File: src/rtl/ocm_wr_arbiter.sv
// Round-robin arbiter sharing one AXI3 write port (AW/W/B) between two burst requesters.
// Grant is held from AW issue to the last W beat; req->awvalid takes 1 cycle, W beats stall on AXI_wready.
module ocm_wr_arbiter #(
    parameter int BURST_LEN = 16,
    parameter int MAX_OUTST = 4
) (
    input  logic        AXI_clk,
    input  logic        rst,
    input  logic        m0_req,
    input  logic [31:0] m0_awaddr,
    output logic        m0_grant,
    input  logic [31:0] m0_wdata,
    input  logic        m0_wvalid,
    output logic        m0_wready,
    input  logic        m1_req,
    input  logic [31:0] m1_awaddr,
    output logic        m1_grant,
    input  logic [31:0] m1_wdata,
    input  logic        m1_wvalid,
    output logic        m1_wready,
    output logic [31:0] AXI_awaddr,
    output logic        AXI_awvalid,
    input  logic        AXI_awready,
    output logic [31:0] AXI_wdata,
    output logic        AXI_wvalid,
    output logic        AXI_wlast,
    input  logic        AXI_wready,
    input  logic        AXI_bvalid,
    input  logic [1:0]  AXI_bresp,
    output logic [3:0]  outst,
    output logic        err,
    output logic [31:0] burst_cnt
);

    typedef enum logic [1:0] {S_IDLE, S_ADDR, S_DATA} state_t;

    localparam logic [3:0] BEAT_LAST = 4'(BURST_LEN - 1);
    localparam logic [3:0] OUTST_MAX = 4'(MAX_OUTST);

    state_t      state_q, state_d;
    logic        sel_q, sel_d;
    logic        last_q, last_d;
    logic [31:0] awaddr_q, awaddr_d;
    logic        awvalid_q, awvalid_d;
    logic [3:0]  beat_q, beat_d;
    logic [3:0]  outst_q, outst_d;
    logic        err_q, err_d;
    logic [31:0] burst_cnt_q, burst_cnt_d;

    logic in_data, aw_hs, w_hs, pick;

    assign in_data = (state_q == S_DATA);
    assign aw_hs   = awvalid_q & AXI_awready;
    assign w_hs    = AXI_wvalid & AXI_wready;

    assign m0_grant  = (state_q != S_IDLE) & ~sel_q;
    assign m1_grant  = (state_q != S_IDLE) &  sel_q;
    assign m0_wready = AXI_wready & m0_grant & in_data;
    assign m1_wready = AXI_wready & m1_grant & in_data;

    assign AXI_awaddr  = awaddr_q;
    assign AXI_awvalid = awvalid_q;
    assign AXI_wdata   = sel_q ? m1_wdata : m0_wdata;
    assign AXI_wvalid  = in_data & (sel_q ? m1_wvalid : m0_wvalid);
    assign AXI_wlast   = in_data & (beat_q == BEAT_LAST);

    assign outst     = outst_q;
    assign err       = err_q;
    assign burst_cnt = burst_cnt_q;

    // On a tie the requester that did not own the previous burst wins.
    assign pick = (m0_req && m1_req) ? ~last_q : m1_req;

    always_comb begin
        state_d     = state_q;
        sel_d       = sel_q;
        last_d      = last_q;
        awaddr_d    = awaddr_q;
        awvalid_d   = awvalid_q;
        beat_d      = beat_q;
        burst_cnt_d = burst_cnt_q;
        case (state_q)
            S_IDLE: begin
                if ((outst_q < OUTST_MAX) && (m0_req || m1_req)) begin
                    sel_d     = pick;
                    awaddr_d  = pick ? m1_awaddr : m0_awaddr;
                    awvalid_d = 1'b1;
                    state_d   = S_ADDR;
                end
            end
            S_ADDR: begin
                if (AXI_awready) begin
                    awvalid_d = 1'b0;
                    state_d   = S_DATA;
                end
            end
            S_DATA: begin
                if (w_hs) begin
                    if (beat_q == BEAT_LAST) begin
                        beat_d      = 4'd0;
                        last_d      = sel_q;
                        burst_cnt_d = burst_cnt_q + 32'd1;
                        state_d     = S_IDLE;
                    end else begin
                        beat_d = beat_q + 4'd1;
                    end
                end
            end
            default: state_d = S_IDLE;
        endcase
    end

    // A B response with nothing outstanding is an interconnect protocol error.
    always_comb begin
        outst_d = outst_q;
        err_d   = err_q;
        if (aw_hs && !AXI_bvalid) begin
            outst_d = outst_q + 4'd1;
        end else if (!aw_hs && AXI_bvalid && (outst_q != 4'd0)) begin
            outst_d = outst_q - 4'd1;
        end
        if (AXI_bvalid && ((AXI_bresp != 2'b00) || (outst_q == 4'd0))) begin
            err_d = 1'b1;
        end
    end

    always_ff @(posedge AXI_clk) begin
        if (rst) begin
            state_q     <= S_IDLE;
            sel_q       <= 1'b0;
            last_q      <= 1'b1;
            awaddr_q    <= 32'd0;
            awvalid_q   <= 1'b0;
            beat_q      <= 4'd0;
            outst_q     <= 4'd0;
            err_q       <= 1'b0;
            burst_cnt_q <= 32'd0;
        end else begin
            state_q     <= state_d;
            sel_q       <= sel_d;
            last_q      <= last_d;
            awaddr_q    <= awaddr_d;
            awvalid_q   <= awvalid_d;
            beat_q      <= beat_d;
            outst_q     <= outst_d;
            err_q       <= err_d;
            burst_cnt_q <= burst_cnt_d;
        end
    end

endmodule

File: config.mk
export PLATFORM = sky130hd
export DESIGN_NAME = ocm_wr_arbiter
export DESIGN_NICKNAME = d
export VERILOG_FILES = /design/src/rtl/ocm_wr_arbiter.sv
export SDC_FILE = /design/constraint.sdc
export NUM_CORES = 1
export LEC_CHECK = 0
export ABC_AREA = 1
export BUFFER_PORTS_ARGS = -buffer_cell sky130_fd_sc_hd__buf_2
export CAP_MARGIN = 40
export CORE_MARGIN = 2
export CORE_UTILIZATION = 44
export CTS_CLUSTER_DIAMETER = 100
export DETAILED_ROUTE_END_ITERATION = 8
export PLACE_DENSITY_LB_ADDON = 0.3
export SYNTH_ARGS = -nofsm -noshare
export SYNTH_HDL_FRONTEND = slang
export SYNTH_SLANG_ARGS = --single-unit
File: constraint.sdc
create_clock -name AXI_clk -period 2.2 [get_ports AXI_clk]
set_input_delay 0.44 -clock AXI_clk [delete_from_list [all_inputs] [get_ports AXI_clk]]
set_output_delay 0.44 -clock AXI_clk [all_outputs]
set_load 0.1 [all_outputs]
* After elaboration in Yosys (flattened, before gate mapping)
Cells that the tools add are included. W data, S select, Z words.
Word-level totals: register bits after elaboration 78, input bits 139, output and inout port bits 108, logic and storage cells 70
Cells by class: add/sub/neg operators 4, magnitude comparators 1, eq/ne operators 7, mux-type cells 15, bitwise operators 12, reductions and logical operators 22
Operators by type and width (number):
- $mux W32 | 2
- $add A32 B1 Y32 const B | 1
- $mux W4 | 3
- $and A1 B1 Y1 | 10
- $add A4 B1 Y4 const B | 2
- $mux W2 | 4
- $reduce_bool A2 Y1 | 4
- $logic_and A1 B1 Y1 | 6
- $pmux W2 S3 | 1
- $reduce_and A3 Y1 | 2
- $eq A4 B4 Y1 const B | 1
- $logic_not A4 Y1 | 1
- $lt A4 B3 Y1 const B | 1
- $mux W1 | 4
- $ne A2 B1 Y1 const B | 2
- $ne A2 B2 Y1 const B | 2
- $reduce_and A2 Y1 | 2
- $reduce_and A4 Y1 | 1
- $reduce_bool A4 Y1 | 1
- $sub A4 B1 Y4 const B | 1
- $eq A2 B1 Y1 const B | 1
- $eq A2 B2 Y1 const B | 1
- $logic_not A1 Y1 | 2
- $logic_not A2 Y1 | 1
- other kinds (3) | 5

* Depth between registers and ports, before layout
Gate-level depths: netlist of run 1.
depth after elaboration 6, mapped depth 11

* Worst setup path before layout of run 1
OpenSTA, ideal clock, no wires.
path type reg2out, from register state_q[1], to output port m0_wready, arrival time 2.661 ns, data required time 1.760 ns, setup slack -0.901 ns, stages on the path, launching flop included 5, path buffers 0, cell sequence dfxtp_1 inv_1 nor2_4 inv_1 nor3_1
Between the ends: longest elaborated chain between the ends 4, elaborated cells on any way between the ends 5
RTL lines:
- start, declared | RTL line 40 | state_t state_q, state_d;
- start signal, assigned | RTL line 139 | state_q <= state_d;
- $reduce_bool A2 Y1 | RTL line 56 | assign m0_grant = (state_q != S_IDLE) & ~sel_q;
- $and A1 B1 Y1 | RTL line 56
- $and A1 B1 Y1 | RTL line 58 | assign m0_wready = AXI_wready & m0_grant & in_data;
- $and A1 B1 Y1 * | RTL line 58
- end, declared | RTL line 14 | output logic m0_wready,
Mark *: on every way between the ends. The rest lies on a longest branch, timed or not.

* Worst setup path in the final report of run 1
from register sel_q, to output port AXI_wdata[20]
Between the ends: longest elaborated chain between the ends 1
RTL lines:
- start, declared | RTL line 41 | logic sel_q, sel_d;
- start signal, assigned | RTL line 140 | sel_q <= sel_d;
- $mux W32 | RTL line 63 | assign AXI_wdata = sel_q ? m1_wdata : m0_wdata;
- end, declared | RTL line 24 | output logic [31:0] AXI_wdata,
Every way passes these cells.

==> run_results.csv, run 1 <==
group,metric,value,unit
hold_path,hold_path.class,"primary input to register",
cells_and_area,multi_input_area,2459,sq um
global_routing,grt_pass1_vias,4421,
pwr,power,8.086,mW
cts,post_cts_buffers,0,
cts,holdBufCountCts,0,
route,avgRoutedWirePerCell,12.70,um
placement,gp_congestion,0.8482,
sta,worstMarginPinSlew,521.3,ps
pwr,p_leak,2.930,nW
sta,finalClockSkew,15.16,ps
cts,htreeDepth,3,
placement,place_ws,228.1,ps
cts,cts_tree,"yes",
floorplan,io_pins,247,
critical_path,cp-start-kind,"register",
sta,post-route-period-util,93.62,%
floorplan,dieArea,10550,sq um
global_routing,grt_max_degree,58,
sta,max_clock_freq,485.5,MHz
sta,fin_crit,2060,ps
route,routed_via_density,4.804,
synth,syn_inst,690,
cts,clockBufferDepth,2,
synth,syn_avg_cell_area,6.216,sq um
floorplan,die_height,102.7,um
sta,rsz0062_at_grt,"false",
route,firstDrtPassIters,4,
synth,synth_edf_count,0,
placement,post-place-cells,1047,
outcome,status,"finished, final reports clean",
pwr,p_comb_share,64.4,%
route,wl,13490,um
route,vias,5102,
cells_and_area,final_design_area_no_fill,5886,sq um
pwr,p_int,3.048,mW
pwr,power.switching,5.039,mW
cells_and_area,num_antenna_cells,0,
sta,setup_tns,0,ps
cells_and_area,finalNonFillerCells,1062,
global_routing,grt_overflow,0,
pwr,power_density,1374,nW/um^2
critical_path,critPathCaptureType,"primary output",
global_routing,antenna_found_initial,1,
pwr,p_sw_share,62.31,%
floorplan,die_width,102.7,um
synth,synth_fp_nets,834,
cells_and_area,final_core_util,61.35,%
sta,setup_viol,0,
placement,dp_hpwl,10280,um
cells_and_area,drive_gt1_share,31.86,%
synth,ys.flop_type,"dfxtp_1",
cts,clk_pin_slew,80,ps
global_routing,grt_usage,24.93,%
synth,netlist_area,4289,sq um
pwr,clkPwrFrac,13.0,%
route,ant_nets,0,
cells_and_area,final_nets,1069,
global_routing,grt_pass1_wl,20850,um
synth,async_reset_ff_share,0,%
cells_and_area,nFillCells,950,
cells_and_area,area_growth_syn_to_layout,37.22,%
critical_path,cp.arrival,1620,ps
critical_path,critical_path_required,1760,ps
cells_and_area,final_common_cell,"buf_2",
synth,ys_seq_elements,78,
sta,relSlewSlack,65.49,%
route,drt_iter0_markers,260,
sta,whs,345.7,ps
floorplan,core_region_area,9594,sq um
cts,cts-root-buf,"clkbuf_8",
sta,slew_violations,0,
run,maxCapViolCount,0,
critical_path,worstSetupPathType,"register to primary output",
pwr,power_frac_seq,22.6,%
sta,finalHoldViolCount,0,
cts,clk_latency,350,ps
floorplan,rows,36,
cells_and_area,regArea,1567,sq um
cells_and_area,layout_common_cells,"buf_2 (241), nand2_1 (229), nor2_1 (122), dfxtp_1 (74), a21oi_1 (62)",
cts,numCtsBuffers,9,
sta,setup_ws,140.4,ps
route,drt_drc_violations_left,0,
placement,port_buffers,246,
critical_path,critPathMaxFanout,15,
floorplan,initial_utilization,44.71,%
synth,yosysWarnings,0,
synth,synth_seq_area_share,36.41,%
synth,yosysUniqueCellTypes,31,
pwr,peakVddDrop,1151,uV
placement,dpl_cell_area,5690,sq um
cts,clock_sinks,78,
## worst max-delay path, stage by stage, from the launching register on
cell	delay (ps)
dfxtp_2	440
buf_4	240
nand2_1	70
nand2_1	90
buf_2	430
## repair_timing
| item | CTS | global route |
|---|---|---|
| endpoints found under the hold margin | 0 | 0 |
| pin swaps | 0 | 0 |
| gates resized for setup | 1 | 3 |
| endpoints found under the setup margin | 2 | 3 |
## cells by family (layout without fill, tap and decap cells)
| family | after synthesis | in the layout | synth area share [%] |
|---|---|---|---|
| flip-flops | 78 | 78 | 36.41 |
| AO/OA/AOI/OAI | 108 | 108 | 12.72 |
| buffers and inverters | 72 | 311 | 6.914 |
| AND/OR/NAND/NOR | 421 | 421 | 41.10 |
| XOR/XNOR | 6 | 6 | 1.225 |
| adder cells (fa/ha/maj) | 5 | 5 | 1.634 |
## power by group through the flow
stage          Combinational [mW]  Sequential [mW]  Clock [mW]
2_1_floorplan                2.75             3.44           0
3_3_place_gp                 5.20             1.85           0
3_5_place_dp                 5.21             1.85           0
4_1_cts                      5.22             1.83        1.08
5_1_grt                      5.50             1.86        1.14
6_report                     5.21             1.83        1.05
## layout make-up
type / instances / area share, %
inverter: 41 / 2.700
sequential: 78 / 26.62
tap: 133 / 2.827
multi-input combinational: 540 / 41.77
clock inverter: 5 / 0.9992
timing repair buffer: 255 / 22.92
clock buffer: 10 / 2.168
## worst paths after layout
check | start | end | slack (ps) | cells after the start
setup / recovery | sel_q | AXI_wdata[20] | 140 | 4
hold / removal | m1_awaddr[27] | AXI_awaddr[27] | 350 | 3
setup reg to reg | sel_q | burst_cnt[20] | 360 | 8
hold reg to reg | AXI_awaddr[16] | AXI_awaddr[16] | 470 | 2
## flip-flops by register name, summed over array words and instances (netlist names)
register	cells
burst_cnt	32
beat_q	4
outst	4
AXI_awvalid	1
last_q	1
sel_q	1
AXI_awaddr	32
state_q	2
err	1
## cell usage after synthesis, drive strengths merged (2+ instances only)
library cell | n | area [sq um]
inv | 40 | 150.1
buf | 10 | 58.80
xor2 | 2 | 17.52
nand3 | 30 | 162.7
clkbuf | 21 | 78.83
nor3 | 12 | 60.06
a21oi | 63 | 315.3
nor3b | 3 | 22.52
o21ai | 43 | 215.2
ha | 4 | 50.05
nand4 | 7 | 58.81
xnor2 | 4 | 35.03
nor2 | 135 | 561.8
nand2 | 232 | 883.3
dfxtp | 78 | 1562
## per-layer routing
| metal | track usage [%] | up-vias | wire [um] |
|---|---|---|---|
| li1 | - | 2663 | - |
| met2 | 41.98 | 177 | 6610 |
| met5 | 0 | - | 11 |
| met3 | 6.169 | 25 | 935 |
| met4 | 8.401 | 2 | 287 |
| met1 | 31.31 | 2235 | 5641 |
Power figures use the tool's default switching activity.
==> inputs of run 2 (changes only) <==
CORE_UTILIZATION = 48   (was 44)
clock period = 2.54 ns   (was 2.2 ns; I/O delays follow)
==> run 2 against run 1 <==
Global-route usage is 1.4 points higher. Critical path type unchanged. Clock-buffer cell count is 4 higher. Combinational power decreased by 14%. Worst hold slack improved by 66 ps. Sequential share of layout area up 0.33 points. Largest cell class unchanged. Clock power decreased by 15%.
==> run_results.csv, run 2 (synthesis results as in run 1) <==
group,metric,value,unit
outcome,status,"finished, final reports clean",
route,drt_iter0_markers,232,
cts,holdBufCountCts,0,
global_routing,grt_usage,26.32,%
sta,finalClockSkew,7.242,ps
route,wl,12880,um
pwr,p_leak,2.914,nW
critical_path,path_cells,"buf_4, nand2_2, a21oi_1, buf_2",
global_routing,grt_overflow,0,
cells_and_area,nFillCells,857,
critical_path,rr_worst_depth,9,
global_routing,antenna_found_initial,2,
pwr,power,6.919,mW
cts,numCtsBuffers,9,
route,avgRoutedWirePerCell,12.41,um
critical_path,worst-path-buf-inv,2,
floorplan,dieArea,9708,sq um
placement,dp_hpwl,9849,um
cells_and_area,area_growth_syn_to_layout,35.12,%
cells_and_area,final_core_util,66.78,%
cts,clock_sinks,78,
cells_and_area,final_nets,1068,
cts,cts-root-buf,"clkbuf_8",
hold_path,hold_depth,3,
hold_path,holdPathEnd,"AXI_awaddr[24]",
pwr,peakVddDrop,970.1,uV
route,firstDrtPassIters,4,
hold_path,hp-start,"m1_awaddr[24]",
placement,port_buffers,246,
critical_path,path_delay_family,"buffers and inverters",
placement,post-place-cells,1021,
critical_path,reg2reg_to,"burst_cnt[25]",
pwr,power_density,1194,nW/um^2
sta,max_clock_freq,446.9,MHz
critical_path,timing.rr.start,"sel_q",
critical_path,slowest_stage,"buf_2",
cts,clockBufferDepth,2,
floorplan,die_height,98.53,um
cts,cts_tree,"yes",
critical_path,critPathCaptureType,"primary output",
cts,htreeDepth,3,
cts,post_cts_buffers,0,
floorplan,initial_utilization,49.42,%
floorplan,core_region_area,8678,sq um
floorplan,io_pins,247,
floorplan,die_width,98.53,um
route,routed_via_density,4.972,
cells_and_area,final_common_cell,"buf_2",
sta,post-route-period-util,88.09,%
critical_path,critPathMaxFanout,16,
sta,finalHoldViolCount,0,
cts,clk_latency,340,ps
global_routing,grt_pass1_wl,21000,um
route,ant_nets,0,
global_routing,grt_pass1_vias,4619,
route,vias,5161,
sta,slew_violations,0,
cells_and_area,drive_gt1_share,30.39,%
placement,dpl_cell_area,5608,sq um
critical_path,cp.arrival,1730,ps
sta,rsz0062_at_grt,"false",
sta,relSlewSlack,63.23,%
critical_path,worstSetupPathType,"register to primary output",
run,maxCapViolCount,0,
critical_path,worst_path_largest_cell_delay,470,ps
global_routing,grt_max_degree,58,
floorplan,rows,34,
cts,post_cts_resize_count,0,
placement,gp_congestion,0.8844,
critical_path,reg2reg_slack,700,ps
critical_path,critical_path_required,2030,ps
sta,setup_viol,0,
cells_and_area,final_design_area_no_fill,5796,sq um
critical_path,cp-start-kind,"register",
cells_and_area,layout_common_cells,"buf_2 (244), nand2_1 (229), nor2_1 (125), dfxtp_1 (78), a21oi_1 (63)",
sta,setup_tns,0,ps
hold_path,hold_path.class,"primary input to register",
cells_and_area,finalNonFillerCells,1038,
sta,worstMarginPinSlew,551.6,ps
route,drt_drc_violations_left,0,
sta,fin_crit,2237,ps
cts,clk_pin_slew,70,ps
run 2: cell types whose count changed in the layout (fill, tap and decap cells not counted), sizes merged:
| cell | change |
|---|---|
| clkinv | -1 |
| inv | -1 |
| clkinvlp | -2 |
| buf | +2 |
| diode | +2 |
| clkbuf | +1 |
run 2: worst register-to-register path, delay by kind of cell, from the launching register on:
kind / cells / cell delay, ps
buffers and inverters: 1 / 230
AND/OR/NAND/NOR: 8 / 1160
flip-flops: 1 / 400
run 2: per-stage QoR:
step / hold slack [ps] / setup slack [ps]
after floorplan: 445.9 / -629.4
after global placement: 446.5 / 517.8
after detailed placement: 452.6 / 468.5
after CTS: 394.5 / 285.5
after global routing: 405.7 / 189.8
final: 411.4 / 302.5
run 2: how the worst max path moves through the flow:
stage,from,end,slack [ps],depth (start not counted)
2_1_floorplan,state_q[1],m0_wready,-630,4
3_3_place_gp,AXI_awready,outst[3],520,10
3_5_place_dp,AXI_awready,outst[3],470,10
4_1_cts,sel_q,AXI_wvalid,290,4
5_1_grt,sel_q,AXI_wvalid,190,4
6_report,sel_q,AXI_wvalid,300,4
run 2: area by class of cell:
cell class	instances	area [sq um]	area share (%)
clock inverters	1	30.03	0.5181
inverters	41	158.9	2.742
diodes	2	5.005	0.08636
repair buffers	254	1321	22.80
flip-flops and latches	78	1562	26.94
well taps	108	135.1	2.332
clock buffers	14	152.6	2.634
multi-input cells	540	2431	41.95
run 2: layer usage:
| metal | share of wire [%] | global-route usage, % | vias up |
|---|---|---|---|
| met1 | 41 | 30.24 | 2284 |
| li1 | - | - | 2663 |
| met5 | 0 | 0 | - |
| met4 | 3.2 | 12.96 | 0 |
| met2 | 49 | 46.21 | 180 |
| met3 | 7.0 | 5.745 | 34 |
run 2: power by group:
| part | switching, mW | internal (mW) |
|---|---|---|
| registers | 0.129 | 1.44 |
| logic | 3.75 | 0.716 |
| clock network | 0.414 | 0.478 |
==> inputs of run 3 (changes only) <==
RECOVER_POWER = 50   (was not set)
SLEW_MARGIN = 20   (was not set)
==> run 3 against run 2 <==
Combinational power down 2%. Clock power about the same. Critical endpoint unchanged. Clock-buffer cell count unchanged. Non-clock buffer count unchanged. First-iteration DRC count down 3.4%. Global-route usage unchanged.
==> run_results.csv, run 3 (synthesis results as in run 1) <==
group,metric,value,unit
outcome,status,"finished, final reports clean",
global_routing,grt_pass1_vias,4619,
critical_path,cp.arrival,1730,ps
floorplan,dieArea,9708,sq um
route,wl,12900,um
route,topRoutingLayerUsed,"met4",
floorplan,core_region_area,8678,sq um
cts,clock_sinks,78,
placement,dpl_cell_area,5608,sq um
cells_and_area,final_core_util,65.79,%
critical_path,worstSetupPathType,"register to primary output",
route,drt_iter0_markers,224,
hold_path,hold_depth,3,
route,routed-wl-met2,6295,um
route,routed_via_density,4.991,
sta,setup_ws,306.1,ps
critical_path,path_cells,"buf_4, nand2_1, a21oi_1, buf_2",
critical_path,critPathCaptureType,"primary output",
cells_and_area,area_growth_syn_to_layout,33.11,%
cells_and_area,drive_gt1_share,24.89,%
run,maxCapViolCount,0,
critical_path,rr_worst_depth,8,
placement,dp_hpwl,9849,um
route,dr_wl_met3,922,um
floorplan,die_height,98.53,um
cells_and_area,final_design_area_no_fill,5709,sq um
sta,setup_viol,0,
route,firstDrtPassIters,5,
floorplan,initial_utilization,49.42,%
critical_path,slowest_stage,"buf_2",
floorplan,rows,34,
sta,slew_violations,0,
cts,post_cts_buffers,0,
pwr,peakVddDrop,952.9,uV
hold_path,hp-start,"m1_awaddr[27]",
hold_path,holdPathEnd,"AXI_awaddr[27]",
pwr,p_leak,2.722,nW
cells_and_area,final_nets,1068,
route,drt_drc_violations_left,0,
sta,post-route-period-util,87.95,%
placement,gp_congestion,0.8844,
cts,htreeDepth,3,
route,avgRoutedWirePerCell,12.43,um
critical_path,path_delay_family,"buffers and inverters",
cells_and_area,layout_common_cells,"nand2_1 (231), buf_2 (198), nor2_1 (125), dfxtp_1 (78), a21oi_1 (63)",
critical_path,worst-path-buf-inv,2,
placement,port_buffers,246,
critical_path,critPathMaxFanout,16,
sta,worstMarginPinSlew,1302,ps
cts,cts_tree,"yes",
floorplan,io_pins,247,
critical_path,critical_path_required,2030,ps
sta,setup_tns,0,ps
sta,fin_crit,2234,ps
cts,clockBufferDepth,2,
global_routing,grt_overflow,0,
pwr,power_density,1201,nW/um^2
sta,finalClockSkew,6.671,ps
global_routing,grt_pass1_wl,21000,um
cells_and_area,final_common_cell,"nand2_1",
route,vias,5181,
sta,rsz0062_at_grt,"false",
sta,max_clock_freq,447.7,MHz
critical_path,reg2reg_slack,410,ps
route,wl_met1,5266,um
cts,cts-root-buf,"clkbuf_8",
floorplan,die_width,98.53,um
hold_path,hold_path.class,"primary input to register",
placement,place_ws,468.5,ps
sta,finalHoldViolCount,0,
global_routing,antenna_found_initial,2,
cts,clk_latency,350,ps
cts,clk_pin_slew,70,ps
route,ant_nets,0,
cts,numCtsBuffers,9,
cts,holdBufCountCts,0,
critical_path,timing.rr.start,"outst[3]",
cts,post_cts_resize_count,0,
critical_path,cp-start-kind,"register",
sta,relSlewSlack,13.59,%
critical_path,worst_path_largest_cell_delay,470,ps
critical_path,reg2reg_to,"AXI_awaddr[0]",
global_routing,grt_max_degree,58,
global_routing,grt_usage,26.32,%
run 3: cell count changes in the layout (fill, tap and decap cells not counted), sizes merged:
cell	change
buf	-48
clkbuf	+48
run 3: per-layer routing:
layer / vias to the layer above / global-route usage (%)
met1: 2296 / 30.24
met3: 34 / 5.745
met5: - / 0
met4: 0 / 12.96
met2: 191 / 46.21
li1: 2660 / -
run 3: worst register-to-register path: stages, from the launching register on:
cell and delay, ps:
dfxtp_1 340, nor2_1 180, o21ai_0 120, nor2_1 130, inv_1 50, clkbuf_2 570, nor2_1 390, o21ai_0 160
a21oi_1 140
run 3: worst max path at each step:
stage / startpoint / end / slack, ps / cells past startpoint
floorplan: state_q[1] / m0_wready / -630 / 4
global placement: AXI_awready / outst[3] / 520 / 10
detailed placement: AXI_awready / outst[3] / 470 / 10
CTS: sel_q / AXI_wvalid / 290 / 4
global route: sel_q / AXI_wvalid / 190 / 4
finish: sel_q / AXI_wvalid / 310 / 4
run 3: through the flow:
| stage | instances | power, mW | hold WS (ps) |
|---|---|---|---|
| final | 1038 | 6.855 | 409.6 |
| after global routing | 1038 | 7.193 | 405.7 |
| after CTS | 1036 | 6.959 | 394.5 |
| after detailed placement | 1021 | 6.060 | 452.6 |
| after global placement | 1021 | 6.037 | 446.5 |
| after floorplan | 690 | 5.346 | 445.9 |
run 3: power by group:
group	switching (mW)	internal, mW	total, mW
Sequential	0.133	1.44	1.57
Clock	0.415	0.478	0.893
Combinational	3.74	0.656	4.39
run 3: final cells by class:
| cell class | instances | area, sq um |
|---|---|---|
| fillers | 884 | 2969 |
| multi-input cells | 540 | 2409 |
| flip-flops and latches | 78 | 1562 |
| repair buffers | 254 | 1257 |
| inverters | 41 | 158.9 |
| clock buffers | 14 | 152.6 |
| well taps | 108 | 135.1 |
| clock inverters | 1 | 30.03 |
| diodes | 2 | 5.005 |
